`src/rtl/ama_riscv_pkg.sv`:
```
// Shared types for the store buffer: entry layout, FSM states and default depth.
package ama_riscv_pkg;

  localparam int SB_DEPTH_DEF = 4;
  localparam int SB_LANES     = 4;
  localparam int SB_LANE_W    = 8;

  typedef struct packed {
    logic [29:0] waddr;
    logic [31:0] data;
    logic [3:0]  we;
  } sb_entry_t;

  typedef enum logic [1:0] {
    IDLE  = 2'd0,
    DRAIN = 2'd1,
    FENCE = 2'd2
  } sb_state_t;

endpackage

```
`src/rtl/ama_riscv_store_align.sv`:
```
// Byte-lane shifter: moves LSB-justified store data up to the lanes selected
// by the low address bits. Shared with the load path.
module ama_riscv_store_align #(
  parameter int NUM_LANES = 4,
  parameter int LANE_W    = 8,
  parameter int OFF_W     = $clog2(NUM_LANES)
) (
  input  logic [NUM_LANES-1:0][LANE_W-1:0] data,
  input  logic [OFF_W-1:0]                 offset,
  output logic [NUM_LANES-1:0][LANE_W-1:0] aligned
);

  // lane l takes source lane (l - offset); lanes below the offset are zero
  always_comb begin
    aligned = '0;
    for (int l = 0; l < NUM_LANES; l++) begin
      if (OFF_W'(l) >= offset) aligned[l] = data[OFF_W'(l) - offset];
    end
  end

endmodule

```
`src/rtl/ama_riscv_store_buffer.sv`:
```
// Posted-write store buffer between MEM and DMEM with fence drain.
// Define STORE_BUF_FWD_EN to add store-to-load byte forwarding ports.
module ama_riscv_store_buffer
  import ama_riscv_pkg::*;
#(
  parameter int DEPTH = SB_DEPTH_DEF,
  parameter int CNT_W = $clog2(DEPTH) + 1
) (
  input  logic             clk,
  input  logic             rst_n,
  input  logic             st_valid,
  output logic             st_ready,
  input  logic [31:0]      st_addr,
  input  logic [31:0]      st_data,
  input  logic [3:0]       st_mask,
  output logic             dmem_req,
  input  logic             dmem_ack,
  output logic [29:0]      dmem_addr,
  output logic [31:0]      dmem_wdata,
  output logic [3:0]       dmem_we,
`ifdef STORE_BUF_FWD_EN
  input  logic [31:0]      ld_addr,
  output logic [31:0]      ld_fwd_data,
  output logic [3:0]       ld_fwd_mask,
`endif
  input  logic             fence_req,
  output logic             fence_done,
  output logic             sb_empty,
  output logic [CNT_W-1:0] sb_count
);

  localparam int PTR_W = $clog2(DEPTH);
  localparam logic [CNT_W-1:0] FULL_CNT = CNT_W'(DEPTH);

  sb_entry_t        mem [DEPTH];
  logic [PTR_W-1:0] wr_ptr, rd_ptr;
  logic [CNT_W-1:0] count;
  sb_state_t        state, state_nxt;
  logic             full, enq, deq;
  logic [31:0]      st_wdata;

  ama_riscv_store_align #(
    .NUM_LANES (SB_LANES),
    .LANE_W    (SB_LANE_W)
  ) u_align (
    .data    (st_data),
    .offset  (st_addr[1:0]),
    .aligned (st_wdata)
  );

  // ready and req depend only on registered state, never on st_* inputs
  assign full     = (count == FULL_CNT);
  assign sb_empty = (count == '0);
  assign st_ready = !full && (state != FENCE);
  assign dmem_req = !sb_empty;
  assign enq      = st_valid && st_ready && (st_mask != 4'h0);
  assign deq      = dmem_req && dmem_ack;
  assign sb_count = count;

  assign dmem_addr  = mem[rd_ptr].waddr;
  assign dmem_wdata = mem[rd_ptr].data;
  assign dmem_we    = mem[rd_ptr].we;

  always_ff @(posedge clk or negedge rst_n) begin
    if (!rst_n) begin
      wr_ptr <= '0;
      rd_ptr <= '0;
      count  <= '0;
      state  <= IDLE;
    end else begin
      if (enq) wr_ptr <= wr_ptr + PTR_W'(1);
      if (deq) rd_ptr <= rd_ptr + PTR_W'(1);
      case ({enq, deq})
        2'b10:   count <= count + CNT_W'(1);
        2'b01:   count <= count - CNT_W'(1);
        default: count <= count;
      endcase
      state <= state_nxt;
    end
  end

  // payload needs no reset: occupancy alone decides what is valid
  always_ff @(posedge clk) begin
    if (enq) mem[wr_ptr] <= '{waddr: st_addr[31:2], data: st_wdata, we: st_mask};
  end

  always_comb begin
    state_nxt  = state;
    fence_done = 1'b0;
    unique case (state)
      IDLE: begin
        if (fence_req)  state_nxt = FENCE;
        else if (enq)   state_nxt = DRAIN;
      end
      DRAIN: begin
        if (fence_req)  state_nxt = FENCE;
        else if (deq && !enq && count == CNT_W'(1)) state_nxt = IDLE;
      end
      FENCE: begin
        if (sb_empty) begin
          state_nxt  = IDLE;
          fence_done = 1'b1;
        end
      end
      default: state_nxt = IDLE;
    endcase
  end

`ifdef STORE_BUF_FWD_EN
  logic [PTR_W-1:0] fwd_idx;
  logic             unused_ld_off;

  assign unused_ld_off = ^ld_addr[1:0];

  // walk oldest to youngest so younger matching bytes overwrite older ones
  always_comb begin
    ld_fwd_data = '0;
    ld_fwd_mask = '0;
    fwd_idx     = '0;
    for (int i = 0; i < DEPTH; i++) begin
      fwd_idx = rd_ptr + PTR_W'(i);
      if ((CNT_W'(i) < count) && (mem[fwd_idx].waddr == ld_addr[31:2])) begin
        for (int b = 0; b < SB_LANES; b++) begin
          if (mem[fwd_idx].we[b]) begin
            ld_fwd_data[b*8 +: 8] = mem[fwd_idx].data[b*8 +: 8];
            ld_fwd_mask[b]        = 1'b1;
          end
        end
      end
    end
  end
`endif

endmodule

```
`config.mk`:
```
export PLATFORM = sky130hd
export DESIGN_NAME = ama_riscv_store_buffer
export DESIGN_NICKNAME = d
export VERILOG_FILES = /design/src/rtl/ama_riscv_pkg.sv /design/src/rtl/ama_riscv_store_align.sv /design/src/rtl/ama_riscv_store_buffer.sv
export SDC_FILE = /design/constraint.sdc
export NUM_CORES = 1
export LEC_CHECK = 0
export BUFFER_PORTS_ARGS = -buffer_cell sky130_fd_sc_hd__buf_2
export CAP_MARGIN = 20
export CORE_ASPECT_RATIO = 2
export CORE_UTILIZATION = 50
export CTS_BUF_LIST = sky130_fd_sc_hd__clkbuf_8
export CTS_CLUSTER_SIZE = 10
export DETAILED_ROUTE_END_ITERATION = 6
export PLACE_DENSITY = 0.8
export SYNTH_ARGS = -nofsm -noshare
export SYNTH_HDL_FRONTEND = slang
export SYNTH_HIERARCHICAL = 1
export SYNTH_SLANG_ARGS = --single-unit
```
`constraint.sdc`:
```
create_clock -name clk -period 3.1 [get_ports clk]
set_input_delay 0.155 -clock clk [delete_from_list [all_inputs] [get_ports clk]]
set_output_delay 0.155 -clock clk [all_outputs]
set_load 0.02 [all_outputs]
```
==> impl.org <==
** CTS
- Clock buffer depth :: 3
- The later pin in the worst-skew pair is clocked with a latency of between 500 and 600 ps.
- TritonCTS clock tree :: done
- CTS Sinks :: between 200 and 300
- Buffer cell driving the clock tree root :: sky130_fd_sc_hd__clkbuf_8
- Worst-path clk slew :: approximately 70 ps
- Number of buffers added by the clock tree synthesis step :: 37
- Number of H-tree levels :: 2

** Yosys
- Synthesis produced a netlist with a net count of 566.
- Gate count of the mapped netlist :: about 480
- Summing every instance area after synthesis gives around 0.011 mm².
- Seq/Total Area, Yosys :: 0.756
- Counting flops with a built-in enable in the synthesized netlist gives ~260.
- Share of synthesized registers carrying an async set or reset :: 0.0330
- Cell taking the most area after synthesis :: sky130_fd_sc_hd__edfxtp_1
- The Yosys step of the flow raised 6 warnings.
- Most area-consuming cells after synthesis :: sky130_fd_sc_hd__edfxtp_1, sky130_fd_sc_hd__mux4_2, sky130_fd_sc_hd__mux2i_1
- Area share of the largest cell type after synthesis :: 0.735
- By count the netlist is led by sky130_fd_sc_hd__edfxtp_1, sky130_fd_sc_hd__mux4_2, sky130_fd_sc_hd__mux2i_1.
- Flop and latch count out of synthesis :: 273
- Netlist cell types :: 31
- Library cell with the highest instance count after synthesis :: sky130_fd_sc_hd__edfxtp_1
- Averaged over all synthesized cells, the footprint is about 22 µm².
- In the synthesized netlist the dominant register cell turns out to be sky130_fd_sc_hd__edfxtp_1.

** Critical path
- Along the worst path, the maximum fanout reaches 34.
- CP Cell Sequence :: buf_12 -> mux4_2 -> buf_2
- Across all register-to-register paths, the minimum setup slack is 760 ps.
- CP bufs+invs :: 2
- Startpoint-to-endpoint class of the critical path :: flop to primary output
- Maximum cell stage delay along the critical path :: between 700 and 800 ps
- Standard cell with the maximum stage delay on the critical path :: sky130_fd_sc_hd__dfrtp_4
- Termination of the worst setup path :: dmem_we[3]
- Worst endpoint data arrival time :: around 2400 ps
- CP Depth :: 3
- The critical path starts at rd_ptr[0].
- Family of cells with the greatest summed delay on the critical path :: flip-flops
- Critical path endpoint category :: primary output
- For the worst flop-to-flop path, the logic depth is 6.
- At the worst endpoint, the required time is roughly 3000 ps.
- The startpoint identified for the worst register-to-register timing path is sb_count[0].
- The worst register-to-register path ends at mem[1][36].
- STA classifies the critical path startpoint as a flop.

** GRT
- Number of antenna violations at the first check in global routing :: 5
- Across every metal layer, demand over resource in global routing totals 0.206.
- Via count of the first global-routing pass :: 6104
- Entering global routing, the biggest net connects between 60 and 70 pins.
- The total overflow left after global routing is 0.
- First-pass GRT wire length :: about 34000 µm

** Final layout
- From synthesis to final layout, the design area changed by 19.7%.
- Of the cells placed in the final design, the portion with a size suffix greater than 1 is 0.388.
- The final layout contains just under 800 nets.
- After the flow finishes, the layout carries non-filler instances totaling about 1000.

** Timing
- Of the available clock period, the critical path in the final layout requires 0.832.
- Setup TNS Final :: 0 ps
- Endpoints failing setup :: 0
- For the finished layout, the period the worst path requires is between 2000 and 3000 ps.
- Static timing analysis puts the maximum clock frequency at 388 MHz.
- Once routing completed, OpenROAD measured the worst setup slack at about 520 ps.
- RSZ-0062 raised after global routing :: no
- Worst rel slew slack :: 0.570
- Across the routed clock network, the largest skew measured is about 19 ps.
- Total count of hold-check failures in the final report :: 0
- Hold slack final :: between 60 and 70 ps
- At the pin with the least slew margin, the transition time is 644 ps.
- The number of max-slew violations in the final report was 0.

** Pwr
- The share of total power dissipated in sequential elements is 0.444.
- Clk network pwr share :: 0.229
- Leakage power figure :: 4.61 nW
- In this run the power spent charging and discharging nets is 0.00364 W.
- Combinational fraction of design power :: 0.327
- Maximum resistive drop on vdd :: about 0.57 mV
- Power spread over the standard cell area amounts to 864 mW/mm².
- Of the total power, the share spent switching nets is 0.326.
- Power consumption :: 0.0112 W
- The internal power of the cells totals 0.00752 W.

** Placement
- OpenSTA, run right after detailed placement, puts the worst setup slack at ~780 ps.
- Count of input and output buffers :: approximately 150
- Counting tap cells, the placed design contains a total of a little under 900 instances.
- Half-perimeter wire length after placement :: 14300 µm
- Final Wtd Congestion :: 0.863

** Routing
- Remaining design rule violation count :: 0
- Total vias in the final route :: between 5000 and 6000
- Post-route ant nets :: 0
- Dividing the detail-routed wire length by the instance count gives ~22 µm.
- For this block, the initial DRC count from the detailed router was between 300 and 400.
- The routed design has roughly 22000 µm of wire.
- Detail-routed via count per cell :: 5.62
- The first detailed-routing pass took 5 iterations.

** Floorplanning
- Starting utilization of the core area :: 0.513
- The floorplan has 75 rows.
- Area of the die :: about 0.022 mm²
- Area of the core region :: between 0.02 and 0.025 mm²
- 146 I/O pins were placed.
- Die span in y :: about 210 µm
- Die width :: 106 µm

** Run status
- Run status :: completed

** Job
- Count of max-cap constraint violations :: 0

** Worst hold path
- Path class of the lowest-slack min-delay path :: primary input to asynchronous set/reset pin
[through the flow]
step           utilization  area [µm²]
4_1_cts              0.614       12900
2_1_floorplan            -       10800
6_report             0.614       12900
5_1_grt              0.614       12900
3_3_place_gp         0.563       11800
3_5_place_dp         0.563       11800
[worst min path at each step]
stage / end / slack (ps) / cells after the start
floorplan: rd_ptr[0] / -140 / 0
finish: wr_ptr[1] / 60 / 2
global placement: state[1] / 20 / 1
global route: wr_ptr[1] / 70 / 2
detailed placement: state[1] / 30 / 1
CTS: wr_ptr[1] / 7 / 2
[cells by family after synthesis]
| kind of cell | count (synthesis) | synth area share |
|---|---|---|
| flip-flops | 273 | 0.756 |
| buffers and inverters | 33 | 0.0182 |
| adder cells (fa/ha/maj) | 12 | 0.0139 |
| AND/OR/NAND/NOR | 22 | 0.0123 |
| AO/OA/AOI/OAI | 27 | 0.0157 |
| multiplexers | 108 | 0.179 |
| XOR/XNOR | 6 | 0.00487 |
[state kept, by name, indices dropped and copies added (netlist names)]
signal	cells
mem	264
rd_ptr	2
sb_count	3
state	2
wr_ptr	2
[power by group through the flow]
stage,Sequential (W),Clock [W],Combinational [W]
finish,0.00495,0.00256,0.00365
global route,0.00500,0.00275,0.00388
CTS,0.00496,0.00261,0.00372
detailed placement,0.00504,0,0.00366
global placement,0.00499,0,0.00362
floorplan,0.00484,0,0.00263
[cells in the final DEF (no fill, tap or decap), types with 3 or more instances in the layout]
cell type,netlist,routed
sky130_fd_sc_hd__nand2_1,4,4
sky130_fd_sc_hd__clkinv_1,0,8
sky130_fd_sc_hd__buf_12,1,6
sky130_fd_sc_hd__dlygate4sd3_1,0,37
sky130_fd_sc_hd__buf_2,6,145
sky130_fd_sc_hd__dfrtp_1,9,7
sky130_fd_sc_hd__mux4_2,68,68
sky130_fd_sc_hd__nand2b_1,4,4
sky130_fd_sc_hd__o22ai_1,25,25
sky130_fd_sc_hd__clkinv_2,0,5
sky130_fd_sc_hd__ha_1,12,12
sky130_fd_sc_hd__and2_4,0,4
sky130_fd_sc_hd__inv_1,8,18
sky130_fd_sc_hd__buf_4,3,3
sky130_fd_sc_hd__edfxtp_1,264,264
sky130_fd_sc_hd__xnor2_1,4,4
sky130_fd_sc_hd__mux2i_1,39,39
sky130_fd_sc_hd__diode_2,0,5
sky130_fd_sc_hd__clkbuf_8,0,38
[final cells by class]
type / instances / area [µm²]
timing repair buffer: 191 / 1240
antenna: 5 / 12.5
inverter: 9 / 33.8
tap: 269 / 337
fill: 1509 / 8100
multi-input combinational: 175 / 2450
sequential: 273 / 8160
clock buffer: 38 / 523
clock inverter: 27 / 168
[per-layer routing]
layer	track usage	wire length (µm)	vias up
met5	0	0	-
met4	0.125	1110	0
met3	0.0295	962	55
met2	0.378	12400	199
met1	0.220	7480	2858
li1	-	-	2439
[timing repair]
| item | in CTS | in global routing |
|---|---|---|
| hold endpoints to repair | 149 | 0 |
| hold buffers | 37 | 0 |
| buffers inserted | 0 | 0 |
| resized for setup | 0 | 0 |
Power figures use the tool's default switching activity.
